[src/rtl/datapath_pkg.sv]
// Shared width and ALU operation encoding for the single-bus datapath.
package datapath_pkg;

    localparam int DATA_WIDTH = 32;

    typedef enum logic [1:0] {
        ALU_NONE = 2'd0,
        ALU_INC  = 2'd1,
        ALU_AND  = 2'd2,
        ALU_OR   = 2'd3
    } alu_op_e;

    // IncPC wins over AND, which wins over OR.
    function automatic alu_op_e alu_decode(input logic inc_sel, input logic and_sel,
                                           input logic or_sel);
        if (inc_sel)
            return ALU_INC;
        else if (and_sel)
            return ALU_AND;
        else if (or_sel)
            return ALU_OR;
        return ALU_NONE;
    endfunction

endpackage

[src/rtl/datapath_register32.sv]
// 32-bit load-enable register with asynchronous active-high clear.
module register32
    import datapath_pkg::*;
(
    input  logic                  clear,
    input  logic                  Clock,
    input  logic                  enable,
    input  logic [DATA_WIDTH-1:0] D,
    output logic [DATA_WIDTH-1:0] Q
);

    logic [DATA_WIDTH-1:0] q_d;
    logic [DATA_WIDTH-1:0] q_q;

    always_comb begin
        q_d = q_q;
        if (enable)
            q_d = D;
    end

    always_ff @(posedge Clock or posedge clear) begin
        if (clear)
            q_q <= '0;
        else
            q_q <= q_d;
    end

    assign Q = q_q;

endmodule

[src/rtl/datapath.sv]
// Single-bus CPU datapath: register file slice, prioritised bus mux, MDR mux and ALU.
module datapath
    import datapath_pkg::*;
(
    input  logic                  Clock,
    input  logic                  clear,
    input  logic                  PCout,
    input  logic                  Zlowout,
    input  logic                  MDRout,
    input  logic                  R2out,
    input  logic                  R3out,
    input  logic                  MARin,
    input  logic                  Zin,
    input  logic                  PCin,
    input  logic                  MDRin,
    input  logic                  IRin,
    input  logic                  Yin,
    input  logic                  R1in,
    input  logic                  R2in,
    input  logic                  R3in,
    input  logic                  IncPC,
    input  logic                  AND,
    input  logic                  OR,
    input  logic                  Read,
    input  logic [DATA_WIDTH-1:0] Mdatain,
    output logic [DATA_WIDTH-1:0] BusMuxOut,
    output logic [DATA_WIDTH-1:0] R1q,
    output logic [DATA_WIDTH-1:0] PCq,
    output logic [DATA_WIDTH-1:0] IRq,
    output logic [DATA_WIDTH-1:0] MARq,
    output logic [DATA_WIDTH-1:0] ZLowq
);

    logic [DATA_WIDTH-1:0]   r2_q, r3_q, mdr_q, y_q, zhigh_q;
    logic [DATA_WIDTH-1:0]   bus;
    logic [DATA_WIDTH-1:0]   mdr_d;
    logic [2*DATA_WIDTH-1:0] alu_res;
    alu_op_e                 alu_op;

    always_comb begin
        bus = '0;
        if (PCout)
            bus = PCq;
        else if (Zlowout)
            bus = ZLowq;
        else if (MDRout)
            bus = mdr_q;
        else if (R2out)
            bus = r2_q;
        else if (R3out)
            bus = r3_q;
    end

    assign BusMuxOut = bus;
    assign mdr_d     = Read ? Mdatain : bus;
    assign alu_op    = alu_decode(IncPC, AND, OR);

    // A operand is Y, B operand is the bus; upper half stays zero for every op.
    always_comb begin
        alu_res = '0;
        case (alu_op)
            ALU_INC: alu_res = {{DATA_WIDTH{1'b0}}, bus + {{(DATA_WIDTH-1){1'b0}}, 1'b1}};
            ALU_AND: alu_res = {{DATA_WIDTH{1'b0}}, y_q & bus};
            ALU_OR:  alu_res = {{DATA_WIDTH{1'b0}}, y_q | bus};
            default: alu_res = '0;
        endcase
    end

    register32 u_r1    (.clear(clear), .Clock(Clock), .enable(R1in),  .D(bus),   .Q(R1q));
    register32 u_r2    (.clear(clear), .Clock(Clock), .enable(R2in),  .D(bus),   .Q(r2_q));
    register32 u_r3    (.clear(clear), .Clock(Clock), .enable(R3in),  .D(bus),   .Q(r3_q));
    register32 u_pc    (.clear(clear), .Clock(Clock), .enable(PCin),  .D(bus),   .Q(PCq));
    register32 u_ir    (.clear(clear), .Clock(Clock), .enable(IRin),  .D(bus),   .Q(IRq));
    register32 u_mar   (.clear(clear), .Clock(Clock), .enable(MARin), .D(bus),   .Q(MARq));
    register32 u_mdr   (.clear(clear), .Clock(Clock), .enable(MDRin), .D(mdr_d), .Q(mdr_q));
    register32 u_y     (.clear(clear), .Clock(Clock), .enable(Yin),   .D(bus),   .Q(y_q));
    register32 u_zlow  (.clear(clear), .Clock(Clock), .enable(Zin),
                        .D(alu_res[DATA_WIDTH-1:0]), .Q(ZLowq));
    register32 u_zhigh (.clear(clear), .Clock(Clock), .enable(Zin),
                        .D(alu_res[2*DATA_WIDTH-1:DATA_WIDTH]), .Q(zhigh_q));

    // ZHigh has no observation port; it is kept for the multiply/divide extension.
    logic unused_zhigh;
    assign unused_zhigh = ^zhigh_q;

endmodule

[config.mk]
export PLATFORM = sky130hd
export DESIGN_NAME = datapath
export DESIGN_NICKNAME = d
export VERILOG_FILES = /design/src/rtl/datapath_pkg.sv /design/src/rtl/datapath_register32.sv /design/src/rtl/datapath.sv
export SDC_FILE = /design/constraint.sdc
export NUM_CORES = 1
export LEC_CHECK = 0
export ABC_CLOCK_PERIOD_IN_PS = 14900
export CORE_UTILIZATION = 35
export CTS_BUF_LIST = sky130_fd_sc_hd__clkbuf_4
export DETAILED_ROUTE_END_ITERATION = 16
export PLACE_DENSITY_LB_ADDON = 0.1
export SKIP_CTS_REPAIR_TIMING = 1
export SYNTH_ARGS = -nofsm -noshare
export SYNTH_HDL_FRONTEND = slang
export SYNTH_SLANG_ARGS = --single-unit
[constraint.sdc]
create_clock -name Clock -period 14.9 [get_ports Clock]
set_input_delay 2.235 -clock Clock [delete_from_list [all_inputs] [get_ports Clock]]
set_output_delay 2.235 -clock Clock [all_outputs]
set_load 0.05 [all_outputs]
Word-level counts from Yosys, hierarchy flattened
Cells that the tools add are included.
{ "word_totals": {"regBits": 288, "in_bits": 52, "output_inout_bits": 192, "wordCells": 29} }
{ "classes": {"add_sub_neg": 1, "eq_ne": 3, "n_mux": 14, "n_bitwise": 2} }
{ "op_table": {"columns": ["op", "count"], "rows": [
  ["$mux W32", 6],
  ["$pmux W32 S3", 1],
  ["$add A32 B1 Y32 const B", 1],
  ["$and A32 B32 Y32", 1],
  ["$or A32 B32 Y32", 1],
  ["$mux W2", 4],
  ["$eq A2 B2 Y1 const B", 2],
  ["$mux W1", 3],
  ["$eq A2 B1 Y1 const B", 1]
]} }

Depth between registers and ports, before layout
{ "logic_depth": {"ltp_word": 7, "depth_mapped": 14, "depth_no_buf": 11} }

Cells and area by module
Synthesis repeated with hierarchy kept, for this count alone.
{ "unflattened": {"hier_cells": 1120, "area_unflattened_um2": 15382.3} }
{ "modules_own_cells": {"columns": ["mod", "n_inst", "cells_each", "area_per_inst_um2", "seq_area_each_um2"], "rows": [
  ["register32", 9, 69, 1348.8, 800.8],
  ["datapath", 1, 499, 3243.1, 0.0]
]} }

Worst setup path before layout
OpenSTA, ideal clock, no wires.
{ "synth_path": {"kind": "input -> output", "start": "in Zlowout", "end": "out BusMuxOut[19]", "arrival_ns": 4.011, "required_time_ns": 12.665, "path_slack_ns": 8.654, "path_stages": 8, "n_path_buf": 5, "path_cell_list": "buf_2 > nor2b_1 > buf_2 > buf_2 > buf_4 > a22oi_1 > o21ai_1 > clkbuf_1"} }
{ "synth_via": {"elab_chain_len": 2} }
{ "synth_rtl": {"columns": ["element", "line", "rtl"], "rows": [
  ["from (decl)", "datapath.sv:8", "input logic Zlowout,"],
  ["$mux W32", "datapath.sv:44", "else if (Zlowout)"],
  ["$mux W32", "datapath.sv:42", "if (PCout)"],
  ["to (decl)", "datapath.sv:26", "output logic [DATA_WIDTH-1:0] BusMuxOut,"]
]} }
Every way passes these cells.

Final worst setup path
{ "layout_path": {"start": "in R3out", "end": "out BusMuxOut[31]"} }
{ "layout_via": {"elab_chain_len": 5} }
{ "layout_rtl": {"columns": ["element", "line", "rtl"], "rows": [
  ["from (decl)", "datapath.sv:11", "input logic R3out,"],
  ["$mux W32", "datapath.sv:50", "else if (R3out)"],
  ["$mux W32", "datapath.sv:48", "else if (R2out)"],
  ["$mux W32", "datapath.sv:46", "else if (MDRout)"],
  ["$mux W32", "datapath.sv:44", null],
  ["$mux W32", "datapath.sv:42", null]
]} }
Every way passes these cells.

==> summary.md <==
| Metric | Value |
|---|---|
| Leak Pwr | 7.20 nW |
| CTS Buf Count | 82 |
| Sequential area share after synthesis | 0.537 |
| RSZ-0062 raised after global routing | no |
| Syn. warnings | 0 |
| Mux contribution to synthesized area | 0.109 |
| Post-Synth XOR/XNOR Area | 0.0170 |
| Hold Crit Start | u_mdr.Q[28] |
| Wire length of the first global-routing pass | 69700 um |
| Slew Viols, Final | 0 |
| Clk pwr share | 0.259 |
| Reg-to-reg endpoint | u_zlow.Q[24] |
| Final cell count without fillers | 2114 |
| Synth area leaders | dfrtp_1 54%, mux2_2 9.8%, a21oi_1 6.0%, nor2_1 4.8%, o21ai_0 3.2% |
| Die H | approximately 200 um |
| Post-Synth Adder-Cell Area | 0.000933 |
| Detailed placement HPWL | 31200 um |
| DR vias | 11196 |
| Post-synth EDFFs | 0 |
| CP startpoint kind | primary input |
| Clk slew on worst S/H paths | approximately 50 ps |
| Fraction of layout cells with a size suffix above 1 | 0.199 |
| Post-route ant nets | 0 |
| Crit Path Max Fanout | 18 |
| Htree depth | 3 |
| Final period util | 0.546 |
| Top-area cell type share of the netlist area | 0.537 |
| CTS root buffer | clkbuf_4 |
| Logic pwr share | 0.358 |
| Psw | roughly 1.1 mW |
| Pwr dens | approximately 160 nW/um^2 |
| GRT overflow | 0 |
| CTS tree | done |
| Die ar. | roughly 39000 um^2 |
| Final Hold Viols | 0 |
| Synth Area per Inst | 10.3 um^2 |
| GRT Util Overall | 0.239 |
| Effective utilization at floorplan | 0.356 |
| Hold EP | u_mdr.Q[28] |
| Reg-to-Reg Start | u_r3.Q[1] |
| Yosys cell types | 65 |
| Switching Share | 0.404 |
| FILL cells | ~3800 |
| First-pass DRT Iterations | 5 |
| Synth Flop Type | dfrtp_1 |
| Vias in the first global route | 10749 |
| Via density | 5.30 |
| Synth Area in Compound Gates | 0.184 |
| Die Span X | 198 um |
| Final Skew | 44.2 ps |
| Post-synth ARST share | 1.00 |
| Hold Path Cell Cnt | 1 |
| Cell Int Power | between 1.5 and 2 mW |
| R2R depth | 10 |
| DP Area | around 16000 um^2 |
| Placed insts | ~2000 |
| Nets@finish | 1600 |
| Post-Layout Inst Area | 17200 um^2 |
| Core area | roughly 38000 um^2 |
| Initial antenna violation count | 3 |
| Post-synthesis cell area | 13400 um^2 |
| Setup TNS | 0 ps |
| PortBufs | 243 |
| Critical path arrival | between 5000 and 6000 ps |
| Rows | 71 |
| DRC | 0 |
| Synth-to-layout area growth | 28.3% |
| Placer Congestion | 0.838 |
| Slew @ Worst Pin | 1110 ps |
| Final setup fails | 0 |
| # IOs | 244 |
| Cell accounting for the most synthesized area | dfrtp_1 |
| Largest net degree at the start of global routing | 87 |
| Hold WC Path Type | register to register |
| Clock sink count | 288 |
| Worst Path Required | 12660 ps |
| Sequential power share | 0.383 |
| Clock Path Buffers | 3 |
| Commonest cells post-synth | 288 x dfrtp_1, 170 x nor2_1, 162 x a21oi_1, 117 x mux2_2, 95 x clkbuf_1 |
| Post-synthesis register bit count | 288 |
| Peak Freq | 123 MHz |
| Final worst path period need | 8140 ps |
| Slew Limit Headroom | 0.260 |
| Worst Hold Slack | 497 ps |
| Starting DRT DRC Count | around 840 |
| Crit path capture type | output port |
| Cell count after synthesis | about 1300 |
| Worst skew pair latency | 740 ps |
| Crit path kind | primary input to output port |
| Status | completed |
| Worst VDD drop | 0.0837 mV |
| Reg-to-reg setup timing slack | 11510 ps |
| Maxcap violations | 0 |
| Syn Nets | around 1400 |
| WL final | between 40000 and 50000 um |
| Routed WL per cell | between 20 and 25 um |
| Largest family of logic cells by synthesized area | compound AO/OA/AOI/OAI gates |
| Synth Area in Simple Gates | 0.104 |
| Most frequent cell after synthesis | dfrtp_1 |
## registers in the layout (all words and copies together), names as in the netlist
| name | count |
|---|---|
| u_mar.Q | 32 |
| u_mdr.Q | 32 |
| u_r3.Q | 32 |
| u_y.Q | 32 |
| u_r1.Q | 32 |
| u_r2.Q | 32 |
| u_pc.Q | 32 |
| u_zlow.Q | 32 |
| u_ir.Q | 32 |
## cells in the final DEF, fill, tap and decap left out, types with 8 or more instances in the layout
cell	instances
o22ai_1	11
nand3_1	11
mux2_2	117
nor2_1	170
clkbuf_4	121
nand2_1	57
xnor2_1	23
nand3b_1	10
clkinv_1	15
buf_2	11
dfrtp_1	288
a221oi_1	24
nor3_1	8
clkdlybuf4s50_1	232
a22oi_1	24
o21ai_0	85
o21ai_1	19
inv_1	30
buf_4	36
a21oi_1	162
a22o_1	11
mux2i_1	14
a31oi_1	13
a221o_1	9
## power by group through the flow
| stage | Clock (mW) | Combinational [mW] | Sequential (mW) |
|---|---|---|---|
| 2_1_floorplan | 0 | 0.353 | 1.31 |
| 3_3_place_gp | 0 | 0.974 | 1.06 |
| 3_5_place_dp | 0 | 0.981 | 1.06 |
| 4_1_cts | 0.735 | 0.984 | 1.04 |
| 5_1_grt | 0.779 | 1.03 | 1.06 |
| 6_report | 0.709 | 0.978 | 1.05 |
## logic make-up after synthesis
group / count (synthesis)
buffers and inverters: 157
xor gates and xnor gates: 26
and+or+nand+nor: 299
AOI/OAI and AO/OA: 402
DFF: 288
adders and majority gates: 1
muxes: 131
## how the worst max path moves through the flow
stage | start | end | slack, ps | cells after the start
3_3_place_gp | R3out | BusMuxOut[13] | 6890 | 6
3_5_place_dp | R3out | BusMuxOut[31] | 6790 | 6
5_1_grt | R3out | BusMuxOut[31] | 6550 | 6
2_1_floorplan | clear | u_ir.Q[0] | 4720 | 1
6_report | R3out | BusMuxOut[31] | 6760 | 6
4_1_cts | R3out | BusMuxOut[31] | 6780 | 6
## stage by stage
stage / power, mW / setup slack (ps) / utilization
3_3_place_gp: 2.03 / 6890 / 0.431
6_report: 2.73 / 6760 / 0.457
2_1_floorplan: 1.66 / 4720 / -
5_1_grt: 2.87 / 6550 / 0.457
4_1_cts: 2.76 / 6780 / 0.457
3_5_place_dp: 2.04 / 6790 / 0.431
## worst max-delay path, cell delays in order
cell             delay [ps]
clkdlybuf4s50_1         860
nor2b_2                 960
a221oi_1                180
nor3_1                  230
a221o_1                 510
clkdlybuf4s50_1         920
## cell type report
type	instances	area, um^2	area share
multi-input combinational	859	5580	0.325
sequential	288	7210	0.419
inverter	37	146	0.00851
tap	511	639	0.0372
clock inverter	17	65.1	0.00378
timing repair buffer	279	2650	0.154
clock buffer	121	908	0.0528
antenna	2	5.00	0.000291
## per-layer routing
layer / track usage / vias up / routed length [um]
met5: 0 / - / 8
met4: 0.0749 / 2 / 877
met1: 0.354 / 5561 / 22000
met3: 0.0588 / 54 / 3740
met2: 0.340 / 421 / 19900
li1: - / 5158 / -
No activity file was read; power rests on OpenSTA's default activity.
